## src/rtl/user_obi_mgr_arbiter_if.sv

```systemverilog
// Bundle of the shared-port signals: requester-side bus and the single OBI manager port.
// The master modport is the arbiter's view; slave is the view of whoever drives the requesters and memory.
interface user_obi_mgr_arbiter_if #(
  parameter int NumReq    = 2,
  parameter int AddrWidth = 32,
  parameter int DataWidth = 32
);
  localparam int BeWidth = DataWidth / 8;

  logic [NumReq-1:0]           req_i;
  logic [NumReq-1:0]           we_i;
  logic [NumReq*AddrWidth-1:0] addr_i;
  logic [NumReq*DataWidth-1:0] wdata_i;
  logic [NumReq*BeWidth-1:0]   be_i;
  logic [NumReq-1:0]           gnt_o;
  logic [NumReq-1:0]           rvalid_o;
  logic [DataWidth-1:0]        rdata_o;
  logic                        err_o;

  logic                        mgr_req_o;
  logic                        mgr_we_o;
  logic [AddrWidth-1:0]        mgr_addr_o;
  logic [DataWidth-1:0]        mgr_wdata_o;
  logic [BeWidth-1:0]          mgr_be_o;
  logic                        mgr_gnt_i;
  logic                        mgr_rvalid_i;
  logic [DataWidth-1:0]        mgr_rdata_i;
  logic                        mgr_err_i;

  modport master (
    input  req_i, we_i, addr_i, wdata_i, be_i,
    output gnt_o, rvalid_o, rdata_o, err_o,
    output mgr_req_o, mgr_we_o, mgr_addr_o, mgr_wdata_o, mgr_be_o,
    input  mgr_gnt_i, mgr_rvalid_i, mgr_rdata_i, mgr_err_i
  );

  modport slave (
    output req_i, we_i, addr_i, wdata_i, be_i,
    input  gnt_o, rvalid_o, rdata_o, err_o,
    input  mgr_req_o, mgr_we_o, mgr_addr_o, mgr_wdata_o, mgr_be_o,
    output mgr_gnt_i, mgr_rvalid_i, mgr_rdata_i, mgr_err_i
  );
endinterface

```

## src/rtl/user_obi_mgr_arbiter.sv

```systemverilog
// Round-robin arbiter sharing one OBI manager port among NumReq requesters, with an
// in-order FIFO of granted requester indices used to route responses back.
module user_obi_mgr_arbiter #(
  parameter int NumReq    = 2,
  parameter int AddrWidth = 32,
  parameter int DataWidth = 32,
  parameter int MaxTrans  = 2
) (
  input  logic                          clk_i,
  input  logic                          rst_i,
  user_obi_mgr_arbiter_if.master        bus,
  output logic [$clog2(MaxTrans+1)-1:0] outstanding_o,
  output logic                          stray_rsp_o,
  output logic                          dbg_lock_o
);
  // Handshake rule: an address phase completes in the cycle where mgr_req_o and mgr_gnt_i
  // are both 1; once mgr_req_o is raised the chosen requester and its payload are held
  // until that handshake. Each mgr_rvalid_i answers the oldest un-answered grant.

  localparam int BeWidth = DataWidth / 8;
  localparam int IdxW    = $clog2(NumReq);
  localparam int PtrW    = (MaxTrans > 1) ? $clog2(MaxTrans) : 1;
  localparam int CntW    = $clog2(MaxTrans + 1);

  typedef enum logic {ST_IDLE, ST_LOCK} state_t;

  state_t            r_state, w_state_nxt;
  logic [IdxW-1:0]   r_lock_sel, w_lock_sel_nxt;
  logic [IdxW-1:0]   r_ptr;
  logic [IdxW-1:0]   r_fifo [MaxTrans];
  logic [PtrW-1:0]   r_wr_ptr, r_rd_ptr;
  logic [CntW-1:0]   r_count;
  logic              r_stray;

  logic [IdxW-1:0]   w_rr_sel, w_sel, w_idx, w_head;
  logic              w_found, w_mgr_req, w_hs, w_pop;

  // Round-robin scan starting at the priority pointer.
  always_comb begin
    w_rr_sel = r_ptr;
    w_found  = 1'b0;
    w_idx    = '0;
    for (int k = 0; k < NumReq; k++) begin
      w_idx = IdxW'((int'(r_ptr) + k) % NumReq);
      if (!w_found && bus.req_i[w_idx]) begin
        w_found  = 1'b1;
        w_rr_sel = w_idx;
      end
    end
  end

  assign w_sel     = (r_state == ST_LOCK) ? r_lock_sel : w_rr_sel;
  assign w_head    = r_fifo[r_rd_ptr];
  assign w_mgr_req = !rst_i && bus.req_i[w_sel] && (r_count < CntW'(MaxTrans));
  assign w_hs      = w_mgr_req && bus.mgr_gnt_i;
  assign w_pop     = !rst_i && bus.mgr_rvalid_i && (r_count != '0);

  always_comb begin
    bus.gnt_o    = '0;
    bus.rvalid_o = '0;
    if (w_hs)  bus.gnt_o[w_sel]     = 1'b1;
    if (w_pop) bus.rvalid_o[w_head] = 1'b1;
  end

  assign bus.rdata_o     = bus.mgr_rdata_i;
  assign bus.err_o       = bus.mgr_err_i;
  assign bus.mgr_req_o   = w_mgr_req;
  assign bus.mgr_we_o    = w_mgr_req && bus.we_i[w_sel];
  assign bus.mgr_addr_o  = w_mgr_req ? bus.addr_i[w_sel*AddrWidth +: AddrWidth] : '0;
  assign bus.mgr_wdata_o = w_mgr_req ? bus.wdata_i[w_sel*DataWidth +: DataWidth] : '0;
  assign bus.mgr_be_o    = w_mgr_req ? bus.be_i[w_sel*BeWidth +: BeWidth] : '0;

  assign outstanding_o = r_count;
  assign stray_rsp_o   = r_stray;
  assign dbg_lock_o    = (r_state == ST_LOCK);

  // Lock FSM: a stalled request pins the selection until its grant arrives.
  always_comb begin
    w_state_nxt    = r_state;
    w_lock_sel_nxt = r_lock_sel;
    case (r_state)
      ST_IDLE: begin
        if (w_mgr_req && !bus.mgr_gnt_i) begin
          w_state_nxt    = ST_LOCK;
          w_lock_sel_nxt = w_rr_sel;
        end
      end
      ST_LOCK: begin
        if (w_hs) w_state_nxt = ST_IDLE;
      end
      default: w_state_nxt = ST_IDLE;
    endcase
  end

  always_ff @(posedge clk_i or posedge rst_i) begin
    if (rst_i) begin
      r_state    <= ST_IDLE;
      r_lock_sel <= '0;
    end else begin
      r_state    <= w_state_nxt;
      r_lock_sel <= w_lock_sel_nxt;
    end
  end

  always_ff @(posedge clk_i or posedge rst_i) begin
    if (rst_i) begin
      r_ptr    <= '0;
      r_wr_ptr <= '0;
      r_rd_ptr <= '0;
      r_count  <= '0;
      r_stray  <= 1'b0;
      for (int i = 0; i < MaxTrans; i++) r_fifo[i] <= '0;
    end else begin
      if (w_hs) begin
        r_fifo[r_wr_ptr] <= w_sel;
        r_wr_ptr <= (r_wr_ptr == PtrW'(MaxTrans - 1)) ? '0 : r_wr_ptr + 1'b1;
        r_ptr    <= (w_sel == IdxW'(NumReq - 1)) ? '0 : w_sel + 1'b1;
      end
      if (w_pop) begin
        r_rd_ptr <= (r_rd_ptr == PtrW'(MaxTrans - 1)) ? '0 : r_rd_ptr + 1'b1;
      end
      case ({w_hs, w_pop})
        2'b10:   r_count <= r_count + 1'b1;
        2'b01:   r_count <= r_count - 1'b1;
        default: r_count <= r_count;
      endcase
      // A response with nothing outstanding has no owner; flag it and drop it.
      if (bus.mgr_rvalid_i && (r_count == '0)) r_stray <= 1'b1;
    end
  end
endmodule

```

## src/flat_wrapper.sv

```systemverilog
// flat-port wrapper written by rule: the top's interface ports become plain ports
module user_obi_mgr_arbiter_flat 
#(
  parameter int NumReq    = 2,
  parameter int AddrWidth = 32,
  parameter int DataWidth = 32,
  parameter int MaxTrans  = 2
)
  (clk_i, rst_i, outstanding_o, stray_rsp_o, dbg_lock_o, bus_req_i, bus_we_i, bus_addr_i, bus_wdata_i, bus_be_i, bus_gnt_o, bus_rvalid_o, bus_rdata_o, bus_err_o, bus_mgr_req_o, bus_mgr_we_o, bus_mgr_addr_o, bus_mgr_wdata_o, bus_mgr_be_o, bus_mgr_gnt_i, bus_mgr_rvalid_i, bus_mgr_rdata_i, bus_mgr_err_i);
  user_obi_mgr_arbiter_if #(.NumReq(NumReq), .AddrWidth(AddrWidth), .DataWidth(DataWidth)) bus_i ();
  input  logic clk_i;
  input  logic rst_i;
  output logic [$clog2(MaxTrans+1)-1:0] outstanding_o;
  output logic stray_rsp_o;
  output logic dbg_lock_o;
  input wire logic [$bits(bus_i.req_i)-1:0] bus_req_i;
  input wire logic [$bits(bus_i.we_i)-1:0] bus_we_i;
  input wire logic [$bits(bus_i.addr_i)-1:0] bus_addr_i;
  input wire logic [$bits(bus_i.wdata_i)-1:0] bus_wdata_i;
  input wire logic [$bits(bus_i.be_i)-1:0] bus_be_i;
  output wire logic [$bits(bus_i.gnt_o)-1:0] bus_gnt_o;
  output wire logic [$bits(bus_i.rvalid_o)-1:0] bus_rvalid_o;
  output wire logic [$bits(bus_i.rdata_o)-1:0] bus_rdata_o;
  output wire logic [$bits(bus_i.err_o)-1:0] bus_err_o;
  output wire logic [$bits(bus_i.mgr_req_o)-1:0] bus_mgr_req_o;
  output wire logic [$bits(bus_i.mgr_we_o)-1:0] bus_mgr_we_o;
  output wire logic [$bits(bus_i.mgr_addr_o)-1:0] bus_mgr_addr_o;
  output wire logic [$bits(bus_i.mgr_wdata_o)-1:0] bus_mgr_wdata_o;
  output wire logic [$bits(bus_i.mgr_be_o)-1:0] bus_mgr_be_o;
  input wire logic [$bits(bus_i.mgr_gnt_i)-1:0] bus_mgr_gnt_i;
  input wire logic [$bits(bus_i.mgr_rvalid_i)-1:0] bus_mgr_rvalid_i;
  input wire logic [$bits(bus_i.mgr_rdata_i)-1:0] bus_mgr_rdata_i;
  input wire logic [$bits(bus_i.mgr_err_i)-1:0] bus_mgr_err_i;
  assign bus_i.req_i = bus_req_i;
  assign bus_i.we_i = bus_we_i;
  assign bus_i.addr_i = bus_addr_i;
  assign bus_i.wdata_i = bus_wdata_i;
  assign bus_i.be_i = bus_be_i;
  assign bus_gnt_o = bus_i.gnt_o;
  assign bus_rvalid_o = bus_i.rvalid_o;
  assign bus_rdata_o = bus_i.rdata_o;
  assign bus_err_o = bus_i.err_o;
  assign bus_mgr_req_o = bus_i.mgr_req_o;
  assign bus_mgr_we_o = bus_i.mgr_we_o;
  assign bus_mgr_addr_o = bus_i.mgr_addr_o;
  assign bus_mgr_wdata_o = bus_i.mgr_wdata_o;
  assign bus_mgr_be_o = bus_i.mgr_be_o;
  assign bus_i.mgr_gnt_i = bus_mgr_gnt_i;
  assign bus_i.mgr_rvalid_i = bus_mgr_rvalid_i;
  assign bus_i.mgr_rdata_i = bus_mgr_rdata_i;
  assign bus_i.mgr_err_i = bus_mgr_err_i;
  user_obi_mgr_arbiter #(.NumReq(NumReq), .AddrWidth(AddrWidth), .DataWidth(DataWidth), .MaxTrans(MaxTrans)) u_core (.clk_i(clk_i), .rst_i(rst_i), .bus(bus_i), .outstanding_o(outstanding_o), .stray_rsp_o(stray_rsp_o), .dbg_lock_o(dbg_lock_o));
endmodule
```

## config.mk

```make
export PLATFORM = sky130hd
export DESIGN_NAME = user_obi_mgr_arbiter_flat
export DESIGN_NICKNAME = d
export VERILOG_FILES = /design/src/rtl/user_obi_mgr_arbiter_if.sv /design/src/rtl/user_obi_mgr_arbiter.sv /design/src/flat_wrapper.sv
export SDC_FILE = /design/constraint.sdc
export NUM_CORES = 1
export LEC_CHECK = 0
export CORE_AREA = 2 2 113 115
export DETAILED_ROUTE_END_ITERATION = 10
export DIE_AREA = 0 0 115 117
export PLACE_DENSITY = 0.61
export SYNTH_ARGS = -nofsm -noshare
export SYNTH_HDL_FRONTEND = slang
export SYNTH_SLANG_ARGS = --single-unit
```

## constraint.sdc

```tcl
create_clock -name clk_i -period 2.44 [get_ports clk_i]
set_clock_uncertainty 0.05 [all_clocks]
set_input_delay 0.366 -clock clk_i [delete_from_list [all_inputs] [get_ports clk_i]]
set_output_delay 0.366 -clock clk_i [all_outputs]
set_load 0.02 [all_outputs]
```

Yosys cells after proc, flatten, opt, wreduce, memory -nomap -nowiden
Index checks and enable logic that the tools add are counted.
{ "totals": {"elab_cells": 85, "output_inout_bits": 111, "reg_bits": 10, "inputBits": 177} }
{ "classes": {"n_addsub": 6, "n_eq_ne": 2, "order_cmp": 10, "muxes": 33, "n_shift": 3, "reduce_logical": 19, "bitwise": 3} }
{ "ops": {"columns": ["operator", "n"], "rows": [
  ["$shiftx A64 B7 Y32", 2],
  ["$mux W32", 2],
  ["$mux W1", 22],
  ["$logic_and A1 B1 Y1", 12],
  ["$lt A1 B2 Y1 const B", 4],
  ["$shiftx A8 B4 Y4", 1],
  ["$add A1 B1 Y1 const B", 4],
  ["$ge A2 B2 Y1 const B", 2],
  ["$mux W2", 2],
  ["$mux W4", 1],
  ["$not A1 Y2", 2],
  ["$pmux W2 S2", 1],
  ["$reduce_bool A2 Y1", 2],
  ["$demux W1 S1", 3],
  ["$logic_not A1 Y1", 3],
  ["$add A2 B1 Y2 const B", 1],
  ["$bwmux W2", 1],
  ["$eq A2 B1 Y1 const B", 1],
  ["$eq A2 B2 Y1 const B", 1],
  ["$ge A1 B1 Y1 const B", 2],
  ["$logic_not A2 Y1", 1],
  ["$lt A2 B1 Y1 const B", 1],
  ["$lt A2 B2 Y1 const B", 1],
  ["$pmux W1 S2", 1],
  ["3 further kinds", 3]
]} }

Longest topological paths before layout
Gate-level depths: netlist of the first run.
{ "depth": {"ltp_word": 14, "ltp_mapped": 8, "mapped_depth_nobuf": 8} }

Worst setup path after synthesis of the first run
OpenSTA, ideal clock, no wires.
{ "synth_timing": {"path_type": "reg-to-output", "start": "register (tool-made name)", "end": "output bus_mgr_addr_o[22]", "slack_ps": 426, "required_ps": 2024, "stages_incl_launch_ff": 5, "t_arrival_ps": 1598, "n_path_buf": 1, "cell_sequence": "dfrtp_1 o31ai_4 buf_6 nand2_1 a21oi_1"} }
{ "synth_rtl": {"columns": ["element", "line", "rtl"], "rows": [
  ["to (decl)", "flat_wrapper.sv:27", "output wire logic [$bits(bus_i.mgr_addr_o)-1:0] bus_mgr_addr_o;"]
]} }

Worst setup path in the final report of the first run
{ "layout_timing": {"start": "input bus_req_i[1]", "end": "output bus_mgr_req_o"} }
{ "layout_between": {"elab_chain_cells": 11, "elab_cells_between_ends": 13, "classes_between": "9 x mux; 4 x reduce/logical"} }
{ "layout_rtl": {"columns": ["element", "line", "rtl"], "rows": [
  ["from (decl)", "flat_wrapper.sv:16", "input wire logic [$bits(bus_i.req_i)-1:0] bus_req_i;"],
  ["$mux W1 (not written as such) (2 in series)", "user_obi_mgr_arbiter.sv:45", "if (!w_found && bus.req_i[w_idx]) begin"],
  ["$mux W1", "user_obi_mgr_arbiter.sv:45", null],
  ["$logic_not A1 Y1", "user_obi_mgr_arbiter.sv:45", null],
  ["$logic_and A1 B1 Y1", "user_obi_mgr_arbiter.sv:45", null],
  ["$mux W1", "user_obi_mgr_arbiter.sv:45", null],
  ["$mux W1", "user_obi_mgr_arbiter.sv:52", "assign w_sel = (r_state == ST_LOCK) ? r_lock_sel : w_rr_sel;"],
  ["$mux W1 (not written as such) * (2 in series)", "user_obi_mgr_arbiter.sv:54", "assign w_mgr_req = !rst_i && bus.req_i[w_sel] && (r_count < CntW'(MaxTrans));"],
  ["$logic_and A1 B1 Y1 * (2 in series)", "user_obi_mgr_arbiter.sv:54", null],
  ["to (decl)", "flat_wrapper.sv:25", "output wire logic [$bits(bus_i.mgr_req_o)-1:0] bus_mgr_req_o;"]
]} }
Mark *: on every way between the ends. The rest lies on a longest branch, timed or not. The select of a mux whose other input is x is not followed.

==> metrics, run 1 <==
via count approximately 2700; Mapped Area between 1500 and 2000 µm²; Final Slew Violations 0; asr flop ratio synth 100.0%; final period utilization between 90% and 100%; via/cell ratio ~4.2; area leader, netlist nand2_1; max-cap violations 0; synthesized area per cell 5.823 µm²; RSZ-0062 raised after global routing true; Pre-antenna DRT Iters 4; EDFF count, synth 0; filler cell count around 1300; Placer Congestion 0.7469; most common cell in the synthesized netlist nand2_1; mux cell area share after synthesis around 3.0%; setup ws final 0.06222 ns; die extent in x ~120 µm; Num CTS Buffers 3; CP Max Fanout 4; fin nets just under 700; Overflow after GRT 0; global-route wire length before repair around 13000 µm; main combinational cell family by area after synthesis simple AND/OR/NAND/NOR gates; I/O pins approximately 290; remaining antenna violation count after routing 0; initial antenna violation count 1; CP endpoint kind primary output; largest incremental delay on the critical path ~0.29 ns; Sink Count 10; largest net degree at the start of global routing 34; CP max-delay cell mux2_2; top cell type's share of synthesized area between 20 and 30%; compound-cell area share of the yosys netlist 24.52%; register bit total from synthesis 10; post-detail-place hpwl 6838 µm; CTS Hold Bufs 0; vias in the first global route around 2600; Syn-to-layout area delta 128.0%; xor/xnor share of the synthesized area about 2.4%; clock tree buffer depth 2; Starting Density between 10% and 20%; Largest delay share family, worst path buffers and inverters; Clock transition at path regs ~0.040 ns; First DRT Iteration DRCs 95; # DRC 0; die span in y 117 µm; layout cells sized above 1 around a fifth; Synth cell types 28; type of origin of the critical path input pin; Post-Synth Adder-Cell Area 0.6887%; syn nets between 400 and 500; root buf cell clkbuf_16; f_max between 400 and 500 MHz; Buffers on Ports 221; cells after synthesis about 310; Hold WC Path Type register to register; Place WS -0.5680 ns; total track usage roughly an eighth; worst slew pin tran between 0.3 and 0.4 ns; Hold Violations, Final 0; Synth warnings 0; Synth Flop Type dfrtp_1; final WL 9184 µm; Leak about 1.8 nW; simple-gate share of the synthesized area between 30% and 40%; fin crit period around 2.4 ns; FP Rows between 40 and 50; Seq/Total Area, Yosys about 14%; Max VDD drop slightly below 0.0005 V; fin util approximately a third; Power Dens Cells between 800 and 900 nW/µm²; H-tree levels 1; CTS tree built; DIE AREA between 10000 and 15000 µm²; crit-path cells dlygate4sd2_1, buf_4, mux2_2, o211ai_4, buf_4, inv_2, buf_4, clkdlybuf4s15_1; # setup viols final 0; area of the multi-input gates between 1000 and 1500 µm²; commonest cells in the netlist nand2_1 (140), a21oi_1 (69), buf_4 (33); Slew HR about three quarters; Worst EP arrival 1.96 ns; cell repeated most along the worst path buf_4; status finished, final reports clean; WP data required a little over 2 ns; WP buf/inv 6; Clock Latency Late Sink around 0.23 ns; leading post-synthesis cells by cell area nand2_1 (29%), a21oi_1 (19%), dfrtp_1 (14%), buf_4 (14%), buf_6 (4.3%); core area 12310 µm²; FF/Latch Area 250.2 µm²; Routed WL per cell approximately 14 µm; critical path type input pin to primary output; PnR Total Power 3.463 mW
==> worst reg2reg max path: cells and delay by family, from the launching register on <==
family	cells	cell delay, ns
AOI/OAI and AO/OA	1	0.25
xor gates and xnor gates	1	0.15
adders and majority gates	1	0.25
buffers and inverters	3	0.34
DFF	1	0.36
muxes	1	0.37
and+or+nand+nor	2	0.21
==> repair_timing <==
item	4_1_cts	5_1_grt
pin swaps	2	2
gates cloned	2	1
endpoints found under the setup margin	72	71
setup buffers	6	0
gates resized for setup	238	20
==> logic make-up after synthesis <==
family,count (synthesis)
simple gates,153
mux,5
compound gates,78
buf+inv,60
fa+ha+maj,1
xor+xnor,5
flops,10
==> power by group <==
group / internal [mW] / switching, mW
Sequential: 0.242 / 0.0788
Combinational: 1.31 / 1.51
Clock: 0.246 / 0.0738
Total: 1.80 / 1.67
==> flip-flops by register name, summed over array words and instances (netlist names), named ones only <==
| name | count |
|---|---|
| u_core.r_fifo | 2 |
| u_core.r_rd_ptr | 1 |
| u_core.stray_rsp_o | 1 |
| u_core.r_ptr | 1 |
| u_core.r_lock_sel | 1 |
| u_core.r_wr_ptr | 1 |
| u_core.outstanding_o | 2 |
==> area by class of cell <==
class / instances / area share (%)
diodes: 1 / 0.06040
clock buffers: 4 / 2.144
inverters: 5 / 0.4530
multi-input cells: 242 / 28.33
flip-flops and latches: 10 / 6.040
well taps: 150 / 4.530
repair buffers: 244 / 58.44
==> final timing paths <==
path / end / depth (start not counted) / from / slack (ns)
min in group asynchronous: u_core.r_rd_ptr / 3 / rst_i / 0.44
hold / removal: u_core.stray_rsp_o / 1 / u_core.stray_rsp_o / 0.41
setup reg to reg: u_core.outstanding_o[1] / 9 / u_core.r_lock_sel / 0.38
max in group asynchronous: u_core.r_ptr / 3 / rst_i / 1.76
setup / recovery: bus_mgr_req_o / 8 / bus_req_i[1] / 0.06
hold reg to reg: u_core.stray_rsp_o / 1 / u_core.stray_rsp_o / 0.41
==> metrics by stage <==
step | cell area (µm²) | TNS (ns) | hold slack [ns] | cells
6_report | 4143 | 0 | 0.4120 | 656
2_1_floorplan | 1817 | 0 | 0.1644 | 312
5_1_grt | 4140 | -0.01203 | 0.4323 | 655
3_3_place_gp | 4009 | -29.94 | 0.3956 | 642
3_5_place_dp | 4009 | -30.98 | 0.4115 | 642
4_1_cts | 4134 | 0 | 0.4251 | 654
==> placed cells by master, fill, tap and decap left out, types with 3 or more instances in the layout <==
master	count
a21oi_1	66
a21oi_2	3
buf_12	7
buf_2	31
buf_4	10
buf_6	4
clkbuf_16	4
clkbuf_2	3
clkdlybuf4s15_1	3
clkdlybuf4s15_2	34
clkdlybuf4s50_1	147
dfrtp_1	10
inv_1	4
nand2_1	140
nor2_1	8
xnor2_1	4
==> routing by layer <==
metal  GRT usage, %  up-vias  routed length (µm)
met4          4.257        0                 273
met2          21.29      133                4523
met3          3.141       24                 912
li1               -     1359                   -
met5              0        -                   0
met1          13.75     1209                3474
Note: power is estimated with default switching activity, not from simulation.
==> run 2, diff against run 1 <==
--- a/config.mk
+++ b/config.mk
@@ -5,7 +5,9 @@
 export SDC_FILE = /design/constraint.sdc
 export NUM_CORES = 1
 export LEC_CHECK = 0
+export ABC_AREA = 0
 export CORE_AREA = 2 2 113 115
+export CTS_CLUSTER_SIZE = 14
 export DETAILED_ROUTE_END_ITERATION = 10
 export DIE_AREA = 0 0 115 117
 export PLACE_DENSITY = 0.61
==> results of run 2 <==
Same layout as run 1: the final DEF is identical, and so are final timing and power.
